File: src/rtl/bram_stream_reader.sv
// Read-side initiator for a 256x16 BRAM port: issues credit-limited reads and re-times RDATA into a valid/ready stream.
// Optional macro BRAM_RD_WRAP_EN: bursts restart at base_addr forever; a start while running stops them.
module bram_stream_reader #(
   parameter int ADDR_W = 8,
   parameter int DATA_W = 16,
   parameter int LEN_W  = 9
) (
   input  logic              clk,
   input  logic              rst_n,
   input  logic              start,
   input  logic [ADDR_W-1:0] base_addr,
   input  logic [LEN_W-1:0]  length,
   output logic [ADDR_W-1:0] raddr,
   output logic              read_en,
   output logic              rclke,
   input  logic [DATA_W-1:0] rdata,
   output logic [DATA_W-1:0] m_data,
   output logic              m_valid,
   input  logic              m_ready,
   output logic              busy,
   output logic              done
);

`ifdef BRAM_RD_WRAP_EN
   localparam bit WRAP_EN = 1'b1;
`else
   localparam bit WRAP_EN = 1'b0;
`endif

   localparam logic [LEN_W-1:0] MAX_LEN = LEN_W'(2**ADDR_W);

   typedef enum logic [1:0] {S_IDLE, S_RUN, S_DRAIN, S_DONE} state_t;

   state_t             state_q, state_d;
   logic [ADDR_W-1:0]  base_q, base_d;
   logic [LEN_W-1:0]   len_q, len_d;
   logic [LEN_W-1:0]   issued_q, issued_d;
   logic               inflight_q, inflight_d;
   logic [1:0]         count_q, count_d;
   logic               wr_ptr_q, wr_ptr_d;
   logic               rd_ptr_q, rd_ptr_d;
   logic [DATA_W-1:0]  hold_q, hold_d;
   logic [DATA_W-1:0]  fifo_mem [2];

   logic               start_ok;
   logic               stop_req;
   logic               last_rd;
   logic               credit_ok;
   logic               rd_fire;
   logic               fifo_empty;
   logic               bypass;
   logic               push;
   logic               pop;
   logic [DATA_W-1:0]  head;
   logic [DATA_W-1:0]  m_data_c;

   // Control and credit decode
   always_comb begin
      start_ok   = start && (state_q == S_IDLE);
      stop_req   = WRAP_EN && start && (state_q == S_RUN);
      last_rd    = (issued_q == len_q - LEN_W'(1));
      credit_ok  = ((count_q + {1'b0, inflight_q}) < 2'd2);
      rd_fire    = (state_q == S_RUN) && credit_ok && !stop_req;
      fifo_empty = (count_q == 2'd0);
      // A word arriving into an empty FIFO is shown immediately and skips storage if taken.
      bypass     = fifo_empty && inflight_q && m_ready;
      push       = inflight_q && !bypass;
      pop        = !fifo_empty && m_ready;
      head       = fifo_mem[rd_ptr_q];
      if (!fifo_empty) begin
         m_data_c = head;
      end else if (inflight_q) begin
         m_data_c = rdata;
      end else begin
         m_data_c = hold_q;
      end
   end

   // Datapath next-state
   always_comb begin
      base_d     = base_q;
      len_d      = len_q;
      issued_d   = issued_q;
      inflight_d = rd_fire;
      count_d    = count_q + {1'b0, push} - {1'b0, pop};
      wr_ptr_d   = wr_ptr_q ^ push;
      rd_ptr_d   = rd_ptr_q ^ pop;
      hold_d     = m_data_c;
      if (start_ok) begin
         base_d   = base_addr;
         len_d    = (length > MAX_LEN) ? MAX_LEN : length;
         issued_d = '0;
      end else if (rd_fire) begin
         issued_d = last_rd ? '0 : issued_q + LEN_W'(1);
      end
   end

   always_ff @(posedge clk or negedge rst_n) begin
      if (!rst_n) begin
         base_q     <= '0;
         len_q      <= '0;
         issued_q   <= '0;
         inflight_q <= 1'b0;
         count_q    <= '0;
         wr_ptr_q   <= 1'b0;
         rd_ptr_q   <= 1'b0;
         hold_q     <= '0;
      end else begin
         base_q     <= base_d;
         len_q      <= len_d;
         issued_q   <= issued_d;
         inflight_q <= inflight_d;
         count_q    <= count_d;
         wr_ptr_q   <= wr_ptr_d;
         rd_ptr_q   <= rd_ptr_d;
         hold_q     <= hold_d;
      end
   end

   // Two-entry output FIFO storage
   for (genvar gi = 0; gi < 2; gi++) begin : g_fifo
      logic [DATA_W-1:0] ent_q, ent_d;

      always_comb begin
         ent_d = ent_q;
         if (push && (wr_ptr_q == 1'(gi))) begin
            ent_d = rdata;
         end
      end

      always_ff @(posedge clk or negedge rst_n) begin
         if (!rst_n) begin
            ent_q <= '0;
         end else begin
            ent_q <= ent_d;
         end
      end

      assign fifo_mem[gi] = ent_q;
   end

   // FSM state register
   always_ff @(posedge clk or negedge rst_n) begin
      if (!rst_n) begin
         state_q <= S_IDLE;
      end else begin
         state_q <= state_d;
      end
   end

   // FSM next-state
   always_comb begin
      state_d = state_q;
      unique case (state_q)
         S_IDLE: begin
            if (start) begin
               state_d = (length == '0) ? S_DONE : S_RUN;
            end
         end
         S_RUN: begin
            if (stop_req) begin
               state_d = S_DRAIN;
            end else if (rd_fire && last_rd && !WRAP_EN) begin
               state_d = S_DRAIN;
            end
         end
         S_DRAIN: begin
            if ((count_d == 2'd0) && !inflight_d) begin
               state_d = S_DONE;
            end
         end
         S_DONE: begin
            state_d = S_IDLE;
         end
         default: begin
            state_d = S_IDLE;
         end
      endcase
   end

   // FSM outputs
   always_comb begin
      read_en = rd_fire;
      rclke   = rd_fire;
      busy    = (state_q != S_IDLE);
      done    = (state_q == S_DONE);
      m_valid = !fifo_empty || inflight_q;
      m_data  = m_data_c;
      raddr   = base_q + issued_q[ADDR_W-1:0];
   end

endmodule

File: config.mk
export PLATFORM = sky130hd
export DESIGN_NAME = bram_stream_reader
export DESIGN_NICKNAME = d
export VERILOG_FILES = /design/src/rtl/bram_stream_reader.sv
export SDC_FILE = /design/constraint.sdc
export NUM_CORES = 1
export LEC_CHECK = 0
export ABC_AREA = 1
export BUFFER_PORTS_ARGS = -buffer_cell sky130_fd_sc_hd__buf_2
export CAP_MARGIN = 20
export CORE_MARGIN = 5
export CORE_UTILIZATION = 35
export DETAILED_ROUTE_END_ITERATION = 10
export GPL_ROUTABILITY_DRIVEN = 0
export PLACE_DENSITY = 0.54
export SLEW_MARGIN = 20
export SYNTH_ARGS = -nofsm -noshare
export SYNTH_HDL_FRONTEND = slang
export SYNTH_SLANG_ARGS = --single-unit
File: constraint.sdc
create_clock -name clk -period 5.79 [get_ports clk]
set_clock_uncertainty 0.2 [all_clocks]
set_input_delay 1.158 -clock clk [delete_from_list [all_inputs] [get_ports clk]]
set_output_delay 1.158 -clock clk [all_outputs]
set_load 0.05 [all_outputs]
== Word-level counts from Yosys, hierarchy flattened ==
Cells that the tools add are included.

* Register bits: 81
* Input port bits: 37
* Output and inout port bits: 29
* Word-level logic and storage cells: 66

* $add $sub $neg: 6
* $lt $le $gt $ge: 3
* Equality and inequality tests: 7
* Mux-type cells: 14
* Bitwise gates (word level): 4
* Reductions and logical operators: 21

{| class="wikitable"
|+ Operators by type and width
! cell !! count
|-
| $mux W16 || 5
|-
| $mux W9 || 4
|-
| $logic_and A1 B1 Y1 || 10
|-
| $add A9 B1 Y9 const B || 1
|-
| $eq A9 B9 Y1 || 1
|-
| $gt A9 B9 Y1 const B || 1
|-
| $logic_not A9 Y1 || 1
|-
| $sub A9 B1 Y9 const B || 1
|-
| $add A8 B8 Y8 || 1
|-
| $mux W2 || 4
|-
| $pmux W2 S4 || 1
|-
| $logic_not A2 Y1 || 3
|-
| $add A2 B1 Y2 || 2
|-
| $eq A2 B2 Y1 const B || 2
|-
| $ne A2 B2 Y1 const B || 2
|-
| $reduce_bool A2 Y1 || 2
|-
| $logic_not A1 Y1 || 3
|-
| $reduce_and A3 Y1 || 1
|-
| $eq A2 B1 Y1 const B || 1
|-
| $ge A2 B2 Y1 const B || 1
|-
| $lt A2 B2 Y1 const B || 1
|-
| $ne A2 B1 Y1 const B || 1
|-
| $not A1 Y2 || 1
|-
| $sub A2 B1 Y2 || 1
|-
| other kinds (3) || 4
|}

== Logic depth before layout (Yosys ltp) ==
Gate-level depths: netlist of the first run.

* Word-level depth: 11
* Depth in mapped cells: 17

== Worst setup path before layout of the first run ==
No wires, ideal clock.

* Kind: reg-to-output
* Start: register issued_q[0]
* End: output raddr[6]
* Arrival: 2.274 ns
* Data required time: 4.432 ns
* Path slack: 2.158 ns
* Stages on the path, launching flop included: 9
* Cell sequence: dfrtp_1 -> ha_1 -> inv_1 -> fa_1 -> o21ai_0 -> a21oi_1 -> nor2_1 -> nor2_1 -> xnor2_1

* Longest elaborated chain between the ends: 1

{| class="wikitable"
|+ RTL lines
! item !! line !! text
|-
| start: declaration || 37 || <nowiki>logic [LEN_W-1:0] issued_q, issued_d;</nowiki>
|-
| start signal: assignment || 111 || <nowiki>issued_q <= issued_d;</nowiki>
|-
| $add A8 B8 Y8 || 189 || <nowiki>raddr = base_q + issued_q[ADDR_W-1:0];</nowiki>
|-
| end: declaration || 13 || <nowiki>output logic [ADDR_W-1:0] raddr,</nowiki>
|}

Every way passes these cells.

== Worst setup path in the final report of the first run ==
* Start: register inflight_q
* End: output m_data[13]

* Longest elaborated chain between the ends: 2

{| class="wikitable"
|+ RTL lines
! item !! line !! text
|-
| start: declaration || 38 || <nowiki>logic inflight_q, inflight_d;</nowiki>
|-
| start signal: assignment || 112 || <nowiki>inflight_q <= inflight_d;</nowiki>
|-
| $mux W16 || 72 || <nowiki>end else if (inflight_q) begin</nowiki>
|-
| $mux W16 || 70 || <nowiki>if (!fifo_empty) begin</nowiki>
|-
| end: declaration || 17 || <nowiki>output logic [DATA_W-1:0] m_data,</nowiki>
|}

Every way passes these cells.

==> out/summary.txt, run 1 <==
Outcome = finished clean
Leading cell types by total area after synthesis = sky130_fd_sc_hd__dfrtp_1 (47%), sky130_fd_sc_hd__nand2_1 (11%), sky130_fd_sc_hd__mux2_2 (8.4%)
Number of optimization iterations in the first detailed-route pass = 4
Count of maximum capacitance violations = 0
Final hold viol count = 0
Via density = 4.88
Overall fraction of global-route tracks in use = 14.4%
Launching point of the worst reg2reg path = inflight_q$_DFF_PN0_
Hold Crit Start = base_q[0]$_DFFE_PN0P_
Worst slack on hold paths = 286 ps
Type of element capturing the critical path = primary output
Most frequent cells in the layout = sky130_fd_sc_hd__nand2_1 (131), sky130_fd_sc_hd__dfrtp_1 (81), sky130_fd_sc_hd__buf_2 (64)
Die Y-Extent = 121 um
GR Overflow Total = 0
P&R area growth vs syn = 17.5%
Clock transition at the register clock pins on the worst setup and hold paths after CTS = 60 ps
Vias in the first global route = 3473
Tightest Hold Check Type = flop to flop
Routed wire per std cell = 14.6 um
Root buffer selected by CTS = sky130_fd_sc_hd__clkbuf_16
Worst Path Required = 4430 ps
Count of yosys warnings during synthesis = 0
Number of sinks handled by clock tree synthesis = 81
Number of flip-flops and latches in the synthesized netlist = 81
Yosys top cell area share = 47.3%
Setup repair after global routing missed its margin = no
Area of the die = 0.0146 mm2
Total nets after synthesis = 527
Maximum level of the CTS H-tree = 3
Number of DRC violations after detailed routing = 0
Core ar. = 0.0120 mm2
Count of input and output buffers = 65
Count of cell types in the netlist = 31
Synthesized area divided by synthesized cell count = 9.10 um2
Post-cts sizing count = 0
Number of antenna violations at the first check in global routing = 0
Die width = 121 um
Register-to-Register Setup Slack = 2060 ps
Site Rows = 40
Worst Path Class, Setup = flop to primary output
Critical path destination = m_data[13]
Layout cells sized above 1 = 24.5%
Pins over their slew limit = 0
Top-Level Pins = 66
Initial core utilization = 35.7%
Crit start category = flop
Max clock buf depth = 2
Slew at the pin with the worst max-slew slack = 870 ps
Netlist area before placement = 0.00429 mm2
Capturing point of the worst reg2reg path = state_q[0]$_DFFE_PN0P_
Most area-hungry cell type in the Yosys netlist = sky130_fd_sc_hd__dfrtp_1
CTS tree = done
Sum of routed wire length over all layers = 9930 um
Proportion of synthesized chip area in sequential cells = 47.3%
Headroom to the max-slew limit = 42.0%
Most common cell after layout, fill and taps aside = sky130_fd_sc_hd__nand2_1
Largest net degree at the start of global routing = 82
Total vias in the final route = 3329
Half-perimeter wire length after placement = 6850 um
Minimum period implied by the final worst setup slack = 3820 ps
Antenna cell count = 0
Post-detailed-route count of antenna-violating nets = 0
Worst skew pair latency = 330 ps
Highest achievable clock rate = 262 MHz
Maximum fanout along the worst path = 19
Initial detailed-routing violation count = 121
Final worst-path cycle share = 66.0%
Setup violations, final = 0
Cells on worst reg2reg path = 15
Number of nets in the layout = 586
Gate count of the mapped netlist = 471
Post-Route Setup TNS = 0 ps
Crit path arrival time = 2460 ps
Post-CTS setup buffer count = 0
Start point of the critical path = inflight_q$_DFF_PN0_
TritonCTS Buffers = 9
Global-route wire length before repair = 16900 um
Count of hold buffers inserted by post-cts repair = 0
area by class of cell:
type                       instances  area (um2)
sequential                        81        2030
multi-input combinational        330        2020
tap                              147         184
clock buffer                      11         243
inverter                          42         158
timing repair buffer              66         339
clock inverter                     5        62.6
fill                            1226        6970
Yosys cell counts:
library cell and count:
sky130_fd_sc_hd__buf_2 3, sky130_fd_sc_hd__a21oi_1 24, sky130_fd_sc_hd__or2_2 1, sky130_fd_sc_hd__nand3_2 2, sky130_fd_sc_hd__inv_1 37, sky130_fd_sc_hd__clkinv_1 2
sky130_fd_sc_hd__o21ai_1 5, sky130_fd_sc_hd__nor2_1 23, sky130_fd_sc_hd__nand2_1 131, sky130_fd_sc_hd__o31ai_1 1, sky130_fd_sc_hd__mux2_2 32, sky130_fd_sc_hd__xor2_1 17
sky130_fd_sc_hd__nor3_2 1, sky130_fd_sc_hd__nand2_2 2, sky130_fd_sc_hd__o21ai_0 12, sky130_fd_sc_hd__buf_4 2, sky130_fd_sc_hd__dfrtp_1 81, sky130_fd_sc_hd__nand4_1 3
sky130_fd_sc_hd__buf_1 1, sky130_fd_sc_hd__fa_1 1, sky130_fd_sc_hd__ha_1 18, sky130_fd_sc_hd__a21oi_4 1, sky130_fd_sc_hd__xnor2_1 5, sky130_fd_sc_hd__a32oi_1 16
sky130_fd_sc_hd__o211ai_1 1, sky130_fd_sc_hd__inv_2 3, sky130_fd_sc_hd__nand3_1 22, sky130_fd_sc_hd__clkbuf_1 12, sky130_fd_sc_hd__nand3b_1 5, sky130_fd_sc_hd__xor2_2 1
sky130_fd_sc_hd__nor2_2 6
state kept, by name, summed over array words and instances (netlist names):
name          flops
g_fifo.ent_q     32
hold_q           16
issued_q          9
len_q             9
base_q            8
count_q           2
state_q           2
inflight_q        1
rd_ptr_q          1
wr_ptr_q          1
worst max-delay path: stages, from the launching register on:
cell and delay (ps):
sky130_fd_sc_hd__dfrtp_1 780, sky130_fd_sc_hd__clkinv_1 710, sky130_fd_sc_hd__nand2_1 230, sky130_fd_sc_hd__a32oi_1 140, sky130_fd_sc_hd__buf_2 250
cell families (layout without fill, tap and decap cells):
kind of cell               after synthesis  after routing  share of synthesized area, %
AOI/OAI and AO/OA                       60             60                          8.79
muxes                                   32             32                          8.41
and+or+nand+nor                        196            196                          19.4
xor gates and xnor gates                23             23                          4.88
buffers and inverters                   60            124                          5.52
adders and majority gates               19             19                          5.72
DFF                                     81             81                          47.3
layer usage:
| metal | share of wire, % | global-route usage (%) | wire [um] |
|---|---|---|---|
| met5 | 0 | 0 | 0 |
| met4 | 1.6 | 4.53 | 158 |
| met3 | 3.8 | 3.41 | 377 |
| met2 | 51 | 25.7 | 5020 |
| met1 | 44 | 17.2 | 4370 |
worst min-delay path by stage:
stage / endpoint / cells past startpoint / slack (ps)
2_1_floorplan: base_q[0]$_DFFE_PN0P_ / 2 / 260
3_3_place_gp: base_q[0]$_DFFE_PN0P_ / 2 / 280
3_5_place_dp: base_q[0]$_DFFE_PN0P_ / 2 / 280
4_1_cts: base_q[0]$_DFFE_PN0P_ / 2 / 290
5_1_grt: base_q[0]$_DFFE_PN0P_ / 2 / 310
6_report: base_q[0]$_DFFE_PN0P_ / 2 / 290
metrics by stage:
stage,cell area (um2),util [%],instances,setup WS [ps]
floorplan,4290,-,471,2160
global placement,4730,39.4,666,2100
detailed placement,4730,39.4,666,2000
CTS,5030,41.9,682,1870
global route,5040,41.9,682,1570
finish,5040,41.9,682,1970
Power of run 1 is left out: the tool's default activity adds up to more than one toggle a clock period on the data nets, which glitch-free logic cannot reach.
==> inputs of run 2 (changes only) <==
PLACE_DENSITY = 0.56   (was 0.54)
clock period = 3.1 ns   (was 5.79 ns; I/O delays follow)
==> out/summary.txt, run 2 (synthesis gave the netlist of run 1 again) <==
Minimum period implied by the final worst setup slack = 2960 ps
Max clock buf depth = 2 (unchanged)
Tightest Hold Check Type = primary input to async pin (was flop to flop)
Number of optimization iterations in the first detailed-route pass = 5 (was 4)
Clock transition at the register clock pins on the worst setup and hold paths after CTS = 60 ps (about the same)
CTS tree = done (unchanged)
Cells on worst reg2reg path = 15 (unchanged)
Area of the die = 0.0146 mm2 (unchanged)
Maximum level of the CTS H-tree = 3 (unchanged)
Fillcell total = 1216 (was 1226)
TritonCTS Buffers = 9 (unchanged)
Site Rows = 40 (unchanged)
Via density = 4.91 (was 4.88)
Maximum fanout along the worst path = 3 (was 19)
Worst slack on hold paths = 109 ps (was 286 ps)
Top-Level Pins = 66 (unchanged)
Core ar. = 0.0120 mm2 (unchanged)
Worst Path Required = 2280 ps (was 4430 ps)
Type of element capturing the critical path = primary output (unchanged)
Top register by number of flip-flops = g_fifo.ent_q (unchanged)
Crit path arrival time = 2140 ps (was 2460 ps)
Initial core utilization = 35.7% (unchanged)
Worst Path Class, Setup = flop to primary output (unchanged)
Launching point of the worst reg2reg path = count_q[0]$_DFF_PN0_ (was inflight_q$_DFF_PN0_)
Register-to-Register Setup Slack = 480 ps (was 2060 ps)
Worst skew pair latency = 330 ps (about the same)
Post-Place Cell Area = 0.00480 mm2 (was 0.00473 mm2)
Pins over their slew limit = 0 (unchanged)
Cell area after layout = 0.00510 mm2 (was 0.00504 mm2)
Antenna cell count = 0 (unchanged)
Routed wire per std cell = 14.3 um (was 14.6 um)
Number of sinks handled by clock tree synthesis = 81 (unchanged)
Die Y-Extent = 121 um (unchanged)
Regs by FF count = g_fifo.ent_q (32), hold_q (16) (unchanged)
Half-perimeter wire length after placement = 7030 um (was 6850 um)
Most frequent cells in the layout = sky130_fd_sc_hd__nand2_1 (131), sky130_fd_sc_hd__dfrtp_1 (81), sky130_fd_sc_hd__buf_2 (62) (was sky130_fd_sc_hd__nand2_1 (131), sky130_fd_sc_hd__dfrtp_1 (81), sky130_fd_sc_hd__buf_2 (64))
Slew at the pin with the worst max-slew slack = 589 ps (was 870 ps)
Outcome = finished clean (unchanged)
Largest net degree at the start of global routing = 82 (unchanged)
Most common cell after layout, fill and taps aside = sky130_fd_sc_hd__nand2_1 (unchanged)
Sum of routed wire length over all layers = 9900 um (was 9930 um)
Die width = 121 um (unchanged)
Initial detailed-routing violation count = 180 (was 121)
Highest achievable clock rate = 338 MHz
Crit start category = flop (unchanged)
Layout cells sized above 1 = 26.3% (was 24.5%)
Number of DRC violations after detailed routing = 0 (unchanged)
Final worst-path cycle share = 95.4%
Overall fraction of global-route tracks in use = 14.3% (was 14.4%)
GR Overflow Total = 0 (unchanged)
Headroom to the max-slew limit = 60.7% (was 42.0%)
Capturing point of the worst reg2reg path = state_q[0]$_DFFE_PN0P_ (unchanged)
Post-Route Setup TNS = 0 ps (unchanged)
Number of antenna violations at the first check in global routing = 0 (unchanged)
Root buffer selected by CTS = sky130_fd_sc_hd__clkbuf_16 (unchanged)
Setup repair after global routing missed its margin = no (unchanged)
Total vias in the final route = 3396 (was 3329)
P&R area growth vs syn = 19.0% (was 17.5%)
Number of nets in the layout = 595 (was 586)
Global-route wire length before repair = 16500 um (was 16900 um)
Count of maximum capacitance violations = 0 (unchanged)
Count of hold buffers inserted by post-cts repair = 0 (unchanged)
Count of input and output buffers = 65 (unchanged)
Post-detailed-route count of antenna-violating nets = 0 (unchanged)
Number of flip-flops under the largest register name = 32 (unchanged)
Vias in the first global route = 3372 (was 3473)
Final hold viol count = 0 (unchanged)
Setup violations, final = 0 (unchanged)
run 2: repair_timing:
action                                  4_1_cts  5_1_grt
cloned                                        0        0
setup buffers                                 0        1
gates resized for setup                       3        2
endpoints found under the setup margin        1        2
run 2: stage by stage:
stage	utilization (%)	setup slack (ps)	instances
2_1_floorplan	-	6.43	471
3_3_place_gp	40.0	280	674
3_5_place_dp	40.0	220	674
4_1_cts	42.3	14.2	690
5_1_grt	42.4	1.30	691
6_report	42.4	143	691
run 2: cell type report:
class	count	area [um2]	area share, %
clock inverter	7	53.8	1.06
sequential	81	2030	39.8
clock buffer	9	225	4.42
inverter	42	158	3.09
multi-input combinational	330	2030	39.8
timing repair buffer	75	420	8.25
tap	147	184	3.61
run 2: critical path, stage by stage, from the launching register on:
cell and delay, ps:
sky130_fd_sc_hd__dfrtp_1 400, sky130_fd_sc_hd__ha_1 190, sky130_fd_sc_hd__inv_1 60, sky130_fd_sc_hd__fa_2 360
sky130_fd_sc_hd__o21ai_2 190, sky130_fd_sc_hd__a21oi_1 80, sky130_fd_sc_hd__nor2_1 100, sky130_fd_sc_hd__nor2_1 60
sky130_fd_sc_hd__xnor2_1 140, sky130_fd_sc_hd__buf_4 220
run 2: per-layer routing:
layer | share of wire, % | routed length (um) | GRT usage, %
met1 | 43 | 4230 | 16.8
met2 | 51 | 5070 | 25.3
met3 | 5.2 | 515 | 4.77
met4 | 0.90 | 89 | 3.54
met5 | 0 | 0 | 0
run 2: how the worst max path moves through the flow:
stage / start / to / cells after the start
floorplan: issued_q[0]$_DFFE_PN0P_ / raddr[6] / 8
global placement: issued_q[0]$_DFFE_PN0P_ / raddr[6] / 9
detailed placement: issued_q[0]$_DFFE_PN0P_ / raddr[6] / 9
CTS: issued_q[0]$_DFFE_PN0P_ / raddr[6] / 9
global route: issued_q[0]$_DFFE_PN0P_ / raddr[6] / 9
finish: issued_q[0]$_DFFE_PN0P_ / raddr[6] / 9
Power of run 2 is left out for the same reason.
==> inputs of run 3 (changes only) <==
REMOVE_ABC_BUFFERS = 1   (was default)
==> out/summary.txt, run 3 (synthesis gave the netlist of run 1 again) <==
Type of element capturing the critical path = primary output (unchanged)
Layout cells sized above 1 = 26.2% (was 26.3%)
Launching point of the worst reg2reg path = count_q[0]$_DFF_PN0_ (unchanged)
Overall fraction of global-route tracks in use = 14.4% (was 14.3%)
Number of flip-flops under the largest register name = 32 (unchanged)
Share of the core filled with cells = 42.9% (was 42.4%)
Vias in the first global route = 3404 (was 3372)
Die Y-Extent = 121 um (unchanged)
DR WL met2 = 4720 um (was 5070 um)
Post-detailed-route count of antenna-violating nets = 0 (unchanged)
Number of sinks handled by clock tree synthesis = 81 (unchanged)
CTS tree = done (unchanged)
Most common cell after layout, fill and taps aside = sky130_fd_sc_hd__nand2_1 (unchanged)
Worst Path Class, Setup = flop to primary output (unchanged)
Pins over their slew limit = 0 (unchanged)
Top-Level Pins = 66 (unchanged)
Crit start category = flop (unchanged)
Slowest CP cell = sky130_fd_sc_hd__fa_1 (was sky130_fd_sc_hd__dfrtp_1)
Count of maximum capacitance violations = 0 (unchanged)
Number of nets in the layout = 597 (was 595)
Routed wire per std cell = 14.4 um (was 14.3 um)
Max clock buf depth = 2 (unchanged)
Global-route wire length before repair = 16700 um (was 16500 um)
Worst Path Required = 2280 ps (about the same)
Via density = 4.91 (about the same)
Core ar. = 0.0120 mm2 (unchanged)
Root buffer selected by CTS = sky130_fd_sc_hd__clkbuf_16 (unchanged)
Most frequent cells in the layout = sky130_fd_sc_hd__nand2_1 (131), sky130_fd_sc_hd__dfrtp_1 (81), sky130_fd_sc_hd__buf_2 (62) (unchanged)
Number of DRC violations after detailed routing = 0 (unchanged)
Initial detailed-routing violation count = 250 (was 180)
Die width = 121 um (unchanged)
Slew at the pin with the worst max-slew slack = 603 ps (was 589 ps)
Setup violations, final = 0 (unchanged)
Outcome = finished clean (unchanged)
Number of optimization iterations in the first detailed-route pass = 4 (was 5)
Maximum level of the CTS H-tree = 3 (unchanged)
Met3 wire length = 507 um (was 515 um)
Initial core utilization = 35.7% (unchanged)
Highest achievable clock rate = 339 MHz (was 338 MHz)
Register-to-Register Setup Slack = 610 ps (was 480 ps)
Uppermost metal layer occupied by signal nets = met4 (unchanged)
Capturing point of the worst reg2reg path = state_q[0]$_DFFE_PN0P_ (unchanged)
Largest net degree at the start of global routing = 43 (was 82)
Area of the die = 0.0146 mm2 (unchanged)
Regs by FF count = g_fifo.ent_q (32), hold_q (16) (unchanged)
Post-Place Cell Area = 0.00481 mm2 (was 0.00480 mm2)
GR Overflow Total = 0 (unchanged)
Antenna cell count = 0 (unchanged)
P&R area growth vs syn = 20.2% (was 19.0%)
Half-perimeter wire length after placement = 7080 um (was 7030 um)
Minimum period implied by the final worst setup slack = 2950 ps (was 2960 ps)
Total vias in the final route = 3401 (was 3396)
Final hold viol count = 0 (unchanged)
Cells on worst reg2reg path = 15 (unchanged)
Clock transition at the register clock pins on the worst setup and hold paths after CTS = 60 ps (about the same)
Most used cell, CP = sky130_fd_sc_hd__nor2_1 (unchanged)
Sum of routed wire length over all layers = 9960 um (was 9900 um)
TritonCTS Buffers = 9 (unchanged)
Setup repair after global routing missed its margin = no (unchanged)
Top register by number of flip-flops = g_fifo.ent_q (unchanged)
Crit path arrival time = 2130 ps (was 2140 ps)
Worst skew pair latency = 330 ps (about the same)
Tightest Hold Check Type = primary input to async pin (unchanged)
Count of input and output buffers = 65 (unchanged)
Count of hold buffers inserted by post-cts repair = 0 (unchanged)
Headroom to the max-slew limit = 59.7% (was 60.7%)
Ordered list of cells on the worst path = ha_1 > inv_1 > fa_1 > o21ai_2 > a21oi_1 > nor2_1 > nor2_1 > xnor2_1 > buf_4 (was ha_1 > inv_1 > fa_2 > o21ai_2 > a21oi_1 > nor2_1 > nor2_1 > xnor2_1 > buf_4)
Maximum fanout along the worst path = 3 (unchanged)
Cell area after layout = 0.00515 mm2 (was 0.00510 mm2)
Number of antenna violations at the first check in global routing = 0 (unchanged)
CP max stage delay = 420 ps (was 400 ps)
Site Rows = 40 (unchanged)
Final worst-path cycle share = 95.1% (was 95.4%)
Wire length the detailed router placed on met1 = 4630 um (was 4230 um)
run 3: worst max-delay path by stage:
stage,from,to,depth (start not counted)
final,issued_q[0]$_DFFE_PN0P_,raddr[6],9
after global routing,issued_q[0]$_DFFE_PN0P_,raddr[6],9
after CTS,issued_q[0]$_DFFE_PN0P_,raddr[6],9
after detailed placement,issued_q[0]$_DFFE_PN0P_,raddr[6],9
after global placement,issued_q[0]$_DFFE_PN0P_,raddr[6],9
after floorplan,count_q[0]$_DFF_PN0_,state_q[0]$_DFFE_PN0P_,15
run 3: timing repair:
action | 4_1_cts | 5_1_grt
pin swaps | 0 | 1
resized for setup | 2 | 2
setup endpoints to repair | 1 | 2
setup buffers | 0 | 2
run 3: metal layers:
metal | up-vias | GRT usage, %
met5 | - | 0
met4 | 0 | 3.54
met3 | 11 | 4.12
met2 | 86 | 24.2
met1 | 1614 | 18.4
li1 | 1690 | -
run 3: area by class of cell:
cell class                 instances  area (um2)
tap                              147         184
multi-input combinational        330        2030
inverter                          42         158
clock buffer                      10         229
timing repair buffer              77         435
clock inverter                     6        90.1
fill                            1209        6860
sequential                        81        2030
run 3: worst max-delay path: cells and delay by family, from the launching register on:
family	cells	cell delay, ps
DFF	1	380
AOI/OAI and AO/OA	2	270
and+or+nand+nor	2	140
adders and majority gates	2	600
buffers and inverters	2	280
xor gates and xnor gates	1	140
run 3: through the flow:
stage / std cells / TNS, ps / setup WS (ps) / hold slack, ps
after global placement: 675 / 0 / 269 / 276
after global routing: 693 / 0 / 21.6 / 117
final: 693 / 0 / 151 / 78.5
after floorplan: 453 / -3450 / -249 / 124
after CTS: 691 / 0 / 12.1 / 90.4
after detailed placement: 675 / 0 / 257 / 273
Power of run 3 is left out for the same reason.
